===== src/rtl/ex_fwd_stage_reg.sv =====
// ---------------------------------------------------------------------------
// ex_fwd_stage_reg
//
// Execute-stage pipeline register with an integrated operand-forwarding
// network. Operands are resolved combinationally from a prioritised list of
// bypass sources and handed to the external ALU. The ALU result and the
// instruction sideband are then registered for the memory stage.
//
// Bypass sources, highest priority first:
//   S0            : this stage's own output register (out_valid & out_we)
//   S1..S_NUM_FWD : external sources fwd[0..NUM_FWD-1] (fwd_we[i])
//   fallback      : register-file read data (in_rs_data / in_rt_data)
// The first active source whose destination matches the operand index wins.
// If that source's result is not ready yet (t != 0), the operand raises a
// hazard. Lower-priority matches never mask this, because they hold older
// values of the same register.
//
// Ports:
//   Clk, Clr              clock (rising edge), asynchronous active-high clear
//   flush                 synchronous exception flush
//   mc_busy               multi-cycle unit busy; blocks capture
//   in_valid / in_ready   upstream handshake
//   in_pc, in_rs_id, in_rt_id, in_rs_data, in_rt_data, in_t, in_we,
//   in_reg_id, in_payload instruction presented by decode
//   fwd_we, fwd_t, fwd_reg_id, fwd_data
//                         packed external bypass sources, slice i at
//                         [i*W +: W]
//   op_rs, op_rt          forwarded operands to the ALU (combinational)
//   alu_result            ALU/XALU result for the current in_* instruction
//   hazard                operand not yet available (combinational)
//   out_valid / out_ready downstream handshake
//   out_pc, out_store_data, out_data, out_t, out_we, out_reg_id,
//   out_payload           registered instruction for the memory stage
// ---------------------------------------------------------------------------
module ex_fwd_stage_reg #(
  parameter int DATA_W    = 32,
  parameter int REG_ID_W  = 5,
  parameter int T_W       = 4,
  parameter int NUM_FWD   = 2,
  parameter int PAYLOAD_W = 64
) (
  input  logic                        Clk,
  input  logic                        Clr,
  input  logic                        flush,
  input  logic                        mc_busy,

  input  logic                        in_valid,
  output logic                        in_ready,
  input  logic [DATA_W-1:0]           in_pc,
  input  logic [REG_ID_W-1:0]         in_rs_id,
  input  logic [REG_ID_W-1:0]         in_rt_id,
  input  logic [DATA_W-1:0]           in_rs_data,
  input  logic [DATA_W-1:0]           in_rt_data,
  input  logic [T_W-1:0]              in_t,
  input  logic                        in_we,
  input  logic [REG_ID_W-1:0]         in_reg_id,
  input  logic [PAYLOAD_W-1:0]        in_payload,

  input  logic [NUM_FWD-1:0]          fwd_we,
  input  logic [NUM_FWD*T_W-1:0]      fwd_t,
  input  logic [NUM_FWD*REG_ID_W-1:0] fwd_reg_id,
  input  logic [NUM_FWD*DATA_W-1:0]   fwd_data,

  output logic [DATA_W-1:0]           op_rs,
  output logic [DATA_W-1:0]           op_rt,
  input  logic [DATA_W-1:0]           alu_result,
  output logic                        hazard,

  output logic                        out_valid,
  input  logic                        out_ready,
  output logic [DATA_W-1:0]           out_pc,
  output logic [DATA_W-1:0]           out_store_data,
  output logic [DATA_W-1:0]           out_data,
  output logic [T_W-1:0]              out_t,
  output logic                        out_we,
  output logic [REG_ID_W-1:0]         out_reg_id,
  output logic [PAYLOAD_W-1:0]        out_payload
);

  // Own output register plus the external sources.
  localparam int NSRC = NUM_FWD + 1;

  // Number of operands resolved by the forwarding network (rs, rt).
  localparam int NUM_OPND = 2;

  typedef struct packed {
    logic              haz;
    logic [DATA_W-1:0] val;
  } opnd_res_t;

  // -------------------------------------------------------------------------
  // Output register state
  // -------------------------------------------------------------------------
  logic                 out_valid_reg,      out_valid_next;
  logic                 out_we_reg,         out_we_next;
  logic [T_W-1:0]       out_t_reg,          out_t_next;
  logic [REG_ID_W-1:0]  out_reg_id_reg,     out_reg_id_next;
  logic [DATA_W-1:0]    out_pc_reg,         out_pc_next;
  logic [DATA_W-1:0]    out_store_data_reg, out_store_data_next;
  logic [DATA_W-1:0]    out_data_reg,       out_data_next;
  logic [PAYLOAD_W-1:0] out_payload_reg,    out_payload_next;

  // -------------------------------------------------------------------------
  // Bypass source list, packed with source 0 (own register) in the low slice
  // so the scan order below is also the priority order.
  // -------------------------------------------------------------------------
  logic [NSRC-1:0]          src_act;
  logic [NSRC*REG_ID_W-1:0] src_id;
  logic [NSRC*T_W-1:0]      src_t;
  logic [NSRC*DATA_W-1:0]   src_data;

  assign src_act  = {fwd_we,     out_valid_reg & out_we_reg};
  assign src_id   = {fwd_reg_id, out_reg_id_reg};
  assign src_t    = {fwd_t,      out_t_reg};
  assign src_data = {fwd_data,   out_data_reg};

  // Resolve one operand against the source list. Only the first (highest
  // priority) match is considered; its countdown decides between forwarding
  // its data and flagging a hazard. Register 0 never forwards or stalls.
  function automatic opnd_res_t resolve_opnd(
    input logic [REG_ID_W-1:0]      id,
    input logic [DATA_W-1:0]        rf_data,
    input logic [NSRC-1:0]          act,
    input logic [NSRC*REG_ID_W-1:0] ids,
    input logic [NSRC*T_W-1:0]      ts,
    input logic [NSRC*DATA_W-1:0]   datas
  );
    opnd_res_t res;
    logic      hit;
    res.haz = 1'b0;
    res.val = rf_data;
    hit     = 1'b0;
    if (id != '0) begin
      for (int s = 0; s < NSRC; s++) begin
        if (!hit && act[s] && (ids[s*REG_ID_W +: REG_ID_W] == id)) begin
          hit = 1'b1;
          if (ts[s*T_W +: T_W] == '0) begin
            res.val = datas[s*DATA_W +: DATA_W];
          end else begin
            res.haz = 1'b1;
          end
        end
      end
    end
    return res;
  endfunction

  // -------------------------------------------------------------------------
  // Operand forwarding: rs and rt are resolved independently by identical
  // copies of the network.
  // -------------------------------------------------------------------------
  logic [REG_ID_W-1:0] opnd_id  [NUM_OPND];
  logic [DATA_W-1:0]   opnd_rf  [NUM_OPND];
  opnd_res_t           opnd_res [NUM_OPND];

  assign opnd_id[0] = in_rs_id;
  assign opnd_id[1] = in_rt_id;
  assign opnd_rf[0] = in_rs_data;
  assign opnd_rf[1] = in_rt_data;

  genvar gi;
  generate
    for (gi = 0; gi < NUM_OPND; gi++) begin : g_opnd
      assign opnd_res[gi] = resolve_opnd(opnd_id[gi], opnd_rf[gi], src_act,
                                         src_id, src_t, src_data);
    end
  endgenerate

  assign op_rs = opnd_res[0].val;
  assign op_rt = opnd_res[1].val;

  // A hazard only matters when there is actually an instruction waiting.
  assign hazard = (opnd_res[0].haz | opnd_res[1].haz) & in_valid;

  assign in_ready = !flush && !mc_busy && !hazard &&
                    (!out_valid_reg || out_ready);

  logic capture;
  assign capture = in_valid & in_ready;

  // -------------------------------------------------------------------------
  // Countdown arithmetic: unsigned, saturating at zero.
  // -------------------------------------------------------------------------
  logic [T_W-1:0] in_t_dec;
  logic [T_W-1:0] out_t_dec;

  assign in_t_dec  = (in_t      == '0) ? '0 : in_t      - T_W'(1);
  assign out_t_dec = (out_t_reg == '0) ? '0 : out_t_reg - T_W'(1);

  // -------------------------------------------------------------------------
  // Next-state logic. Priority: flush > capture > bubble > hold.
  // -------------------------------------------------------------------------
  always_comb begin
    // Hold by default. The countdown keeps ticking while an instruction is
    // stalled in the register; this is what eventually releases a consumer
    // that depends on it.
    out_valid_next      = out_valid_reg;
    out_we_next         = out_we_reg;
    out_t_next          = out_t_dec;
    out_reg_id_next     = out_reg_id_reg;
    out_pc_next         = out_pc_reg;
    out_store_data_next = out_store_data_reg;
    out_data_next       = out_data_reg;
    out_payload_next    = out_payload_reg;

    if (flush) begin
      // PC and payload survive a flush so the exception handler can still
      // see the EPC and the exception flags of the flushed instruction.
      out_valid_next      = 1'b0;
      out_we_next         = 1'b0;
      out_t_next          = '0;
      out_reg_id_next     = '0;
      out_store_data_next = '0;
      out_data_next       = '0;
    end else if (capture) begin
      out_valid_next      = 1'b1;
      out_we_next         = in_we;
      out_t_next          = in_t_dec;
      out_reg_id_next     = in_reg_id;
      out_pc_next         = in_pc;
      out_store_data_next = op_rt;
      out_data_next       = alu_result;
      out_payload_next    = in_payload;
    end else if (out_valid_reg && out_ready) begin
      // Downstream took the instruction and nothing replaces it. Clearing
      // we also removes the register from the bypass source list.
      out_valid_next = 1'b0;
      out_we_next    = 1'b0;
      out_t_next     = '0;
    end
  end

  // -------------------------------------------------------------------------
  // Output register
  // -------------------------------------------------------------------------
  always_ff @(posedge Clk or posedge Clr) begin
    if (Clr) begin
      out_valid_reg      <= 1'b0;
      out_we_reg         <= 1'b0;
      out_t_reg          <= '0;
      out_reg_id_reg     <= '0;
      out_pc_reg         <= '0;
      out_store_data_reg <= '0;
      out_data_reg       <= '0;
      out_payload_reg    <= '0;
    end else begin
      out_valid_reg      <= out_valid_next;
      out_we_reg         <= out_we_next;
      out_t_reg          <= out_t_next;
      out_reg_id_reg     <= out_reg_id_next;
      out_pc_reg         <= out_pc_next;
      out_store_data_reg <= out_store_data_next;
      out_data_reg       <= out_data_next;
      out_payload_reg    <= out_payload_next;
    end
  end

  assign out_valid      = out_valid_reg;
  assign out_we         = out_we_reg;
  assign out_t          = out_t_reg;
  assign out_reg_id     = out_reg_id_reg;
  assign out_pc         = out_pc_reg;
  assign out_store_data = out_store_data_reg;
  assign out_data       = out_data_reg;
  assign out_payload    = out_payload_reg;

endmodule


===== config.mk =====
export PLATFORM = sky130hd
export DESIGN_NAME = ex_fwd_stage_reg
export DESIGN_NICKNAME = d
export VERILOG_FILES = /design/src/rtl/ex_fwd_stage_reg.sv
export SDC_FILE = /design/constraint.sdc
export NUM_CORES = 1
export LEC_CHECK = 0
export ABC_CLOCK_PERIOD_IN_PS = 16400
export CORE_AREA = 3 3 207 209
export DETAILED_ROUTE_END_ITERATION = 8
export DIE_AREA = 0 0 210 212
export PLACE_DENSITY = 0.62
export SYNTH_ARGS = -nofsm -noshare
export SYNTH_HDL_FRONTEND = slang
export SYNTH_SLANG_ARGS = --single-unit

===== constraint.sdc =====
create_clock -name Clk -period 16.4 [get_ports Clk]
set_input_delay 1.64 -clock Clk [delete_from_list [all_inputs] [get_ports Clk]]
set_output_delay 1.64 -clock Clk [all_outputs]
set_load 0.05 [all_outputs]

==> results.yml <==
layout:
  nets: 1718
  antenna-diode-count: 0
  largest_reg_flops: 64
  synthToLayoutAreaGrowth_pct: 66.9
  drive_gt1_share_pct: 8.63
worst_hold_path:
  min_to: "out_payload[19]"
  min_from: "out_payload[19]"
  hold_class: "flip-flop to flip-flop"
  holdPathStages: 1
timing:
  setup_viol_count_final: 0
  fin_worst_skew_ns: 0.00657
  worst_pin_slew_ns: 1.10
  rsz0062_at_grt: "no"
  finalWorstSetupSlack_ns: 9.18
  finalCriticalPeriod_ns: 7.22
  fmax_mhz: 139
  relSlewSlack_pct: 26.7
  finalHoldViolCount: 0
  fin_crit_sh_pct: 44.0
  hold_ws_ns: 0.492
  tns_ns: 0
  slew_viol_final: 0
grt:
  grt_pass1_wl_um: 62500
  globalRouteTotalUtil_pct: 18.5
  grt_max_degree: 145
  antenna_found_initial: 1
  grt_overflow_total: 0
  grt_pass1_vias: 9922
clock_network:
  htree_levels: 4
  clk_pin_slew_ns: 0.07
  post_cts_buffers: 0
  cts-root-buf: "clkbuf_16"
  clk_latency_ns: 0.46
  clockBufferDepth: 2
  cts_hold_buf: 0
  cts_resized: 0
  cts.sinks: 171
  cts_tree: "yes"
  cts-buffers-inserted: 17
detailed_routing:
  routed_via_density: 4.87
  vias: 9535
  first_pass_iters: 9
  drc: 0
  routed_wirelength_um: 42500
  drt_iter0_markers: 821
  wire_per_inst_um: 21.7
  postRouteAntennaNets: 0
worst_setup_path:
  r2r_slack_ns: 12.24
  r2r-end: "out_pc[1]"
  cp.arrival_ns: 5.58
  critPathSlowestCell: "clkdlybuf4s50_1"
  cp_max_fo: 33
  crit_required_ns: 14.76
  worst-setup-path-type: "input port to primary output"
  start_kind: "input port"
  r2r_cells: 9
  path_cells: "clkdlybuf4s50_1 -> nor3_1 -> and2_2 -> a21oi_1 -> and2_2 -> a222oi_1 -> o21ai_0 -> clkdlybuf4s50_1"
  setup.worst_path.end_class: "primary output"
  crit_path_max_incr_delay_ns: 0.94
  worstReg2RegStart: "out_t[0]"
placement:
  dpl.hpwl_um: 31800
  gp_congestion: 0.834
  dp_slack_ns: 9.21
  port-buffer-count: 538
synthesis:
  ys_top_cells_by_area: "dfrtp_1, mux2_2, mux2i_1, nand2_1, o21ai_0"
  netlist.top_cell.by_area: "dfrtp_1"
  async_reset_ff_share_pct: 100
  ys.flop_type: "dfrtp_1"
  synth-edff-count: 0
  yosysWarningCount: 0
  synth_top_cell_area_share_pct: 44.9
  ys_ff_latch: 171
  syn-cell-area_um2: 9520
  synth.net_count: 1230
  syn-mean-instance-area_um2: 10.3
  synth_cell_types: 43
  syn_inst: 925
  yosysMostFrequentCell: "dfrtp_1"
  synth_common_cells: "dfrtp_1, nand2_1, o21ai_0"
  synth_seq_area_share_pct: 44.9
power_and_ir_drop:
  ir_drop_mv: 0.0835
  p_total_mw: 1.63
  total_leakage_power_nw: 6.82
  power_density_nw_per_um2: 103
die:
  core_um2: 41000
  initial_core_util_pct: 23.2
  num_io_pins: 539
  die_w_um: 210
  die_area_um2: 44500
  fp.dieH_um: 212
  num_rows: 74
job:
  drv_cap: 0
run_status:
  status: "completed"
## report_power, final
group | internal, mW | total, mW | switching [mW] | leakage, nW
Sequential | 0.490 | 0.532 | 0.0428 | 2.15
Combinational | 0.262 | 0.678 | 0.416 | 4.36
Clock | 0.231 | 0.422 | 0.191 | 0.300
Total | 0.982 | 1.63 | 0.650 | 6.82
## cell families after synthesis
family | Yosys count | synth area share (%)
XOR/XNOR | 32 | 2.94
multiplexers | 161 | 18.2
adder cells (fa/ha/maj) | 3 | 0.394
AND/OR/NAND/NOR | 261 | 13.5
buffers and inverters | 83 | 4.36
flip-flops | 171 | 44.9
AO/OA/AOI/OAI | 214 | 15.7
## cell usage in the layout, fill, tap and decap left out, drive strengths merged, types with 4 or more instances in the layout
cell           instances
xnor2                 18
a31oi                 32
nor3b                 34
a21o                  33
o31ai                  4
inv                   10
nor4                   4
nor3                   7
a222oi                32
clkdlybuf4s50        537
mux2i                 65
and2                   4
buf                   10
xor2                  14
o211ai                32
mux2                  96
nand2                117
clkinv                 5
clkbuf                21
nor2                  41
dfrtp                171
o21ai                 71
nand2b                38
## worst max-delay path, delay by kind of cell
| kind | cells | cell delay [ns] |
|---|---|---|
| AOI/OAI and AO/OA | 3 | 0.89 |
| buffers and inverters | 2 | 1.57 |
| and+or+nand+nor | 3 | 1.44 |
## how the worst max path moves through the flow
stage,endpoint,slack (ns),startpoint,cells after the start
after floorplan,out_data[0],10.13,Clr,1
after global placement,op_rt[0],9.30,in_rt_id[1],8
after detailed placement,op_rt[0],9.21,in_rt_id[1],8
after CTS,op_rt[0],9.20,in_rt_id[1],8
after global routing,op_rt[0],9.01,in_rt_id[1],8
final,op_rt[0],9.18,in_rt_id[1],8
## metrics by stage
step / util [%] / instance area (um2) / instances
after global routing: 38.7 / 15900 / 1958
after global placement: 37.3 / 15300 / 1926
after detailed placement: 37.3 / 15300 / 1926
after CTS: 38.7 / 15900 / 1958
after floorplan: - / 9520 / 925
final: 38.7 / 15900 / 1958
## cell type report
cell class / count / area, um2
flip-flops and latches: 171 / 4280
repair buffers: 547 / 5460
fillers: 4079 / 25100
clock inverters: 11 / 125
multi-input cells: 671 / 4860
well taps: 532 / 666
inverters: 5 / 23.8
clock buffers: 21 / 480
## layer usage
metal  global-route usage, %  share of wire [%]  routed length [um]
met5                       0              0.031                  13
met4                    7.00                2.7                1170
met3                    6.23                9.3                3940
met2                    32.9                 50               21400
met1                    20.5                 38               16000
Power figures use the tool's default switching activity.
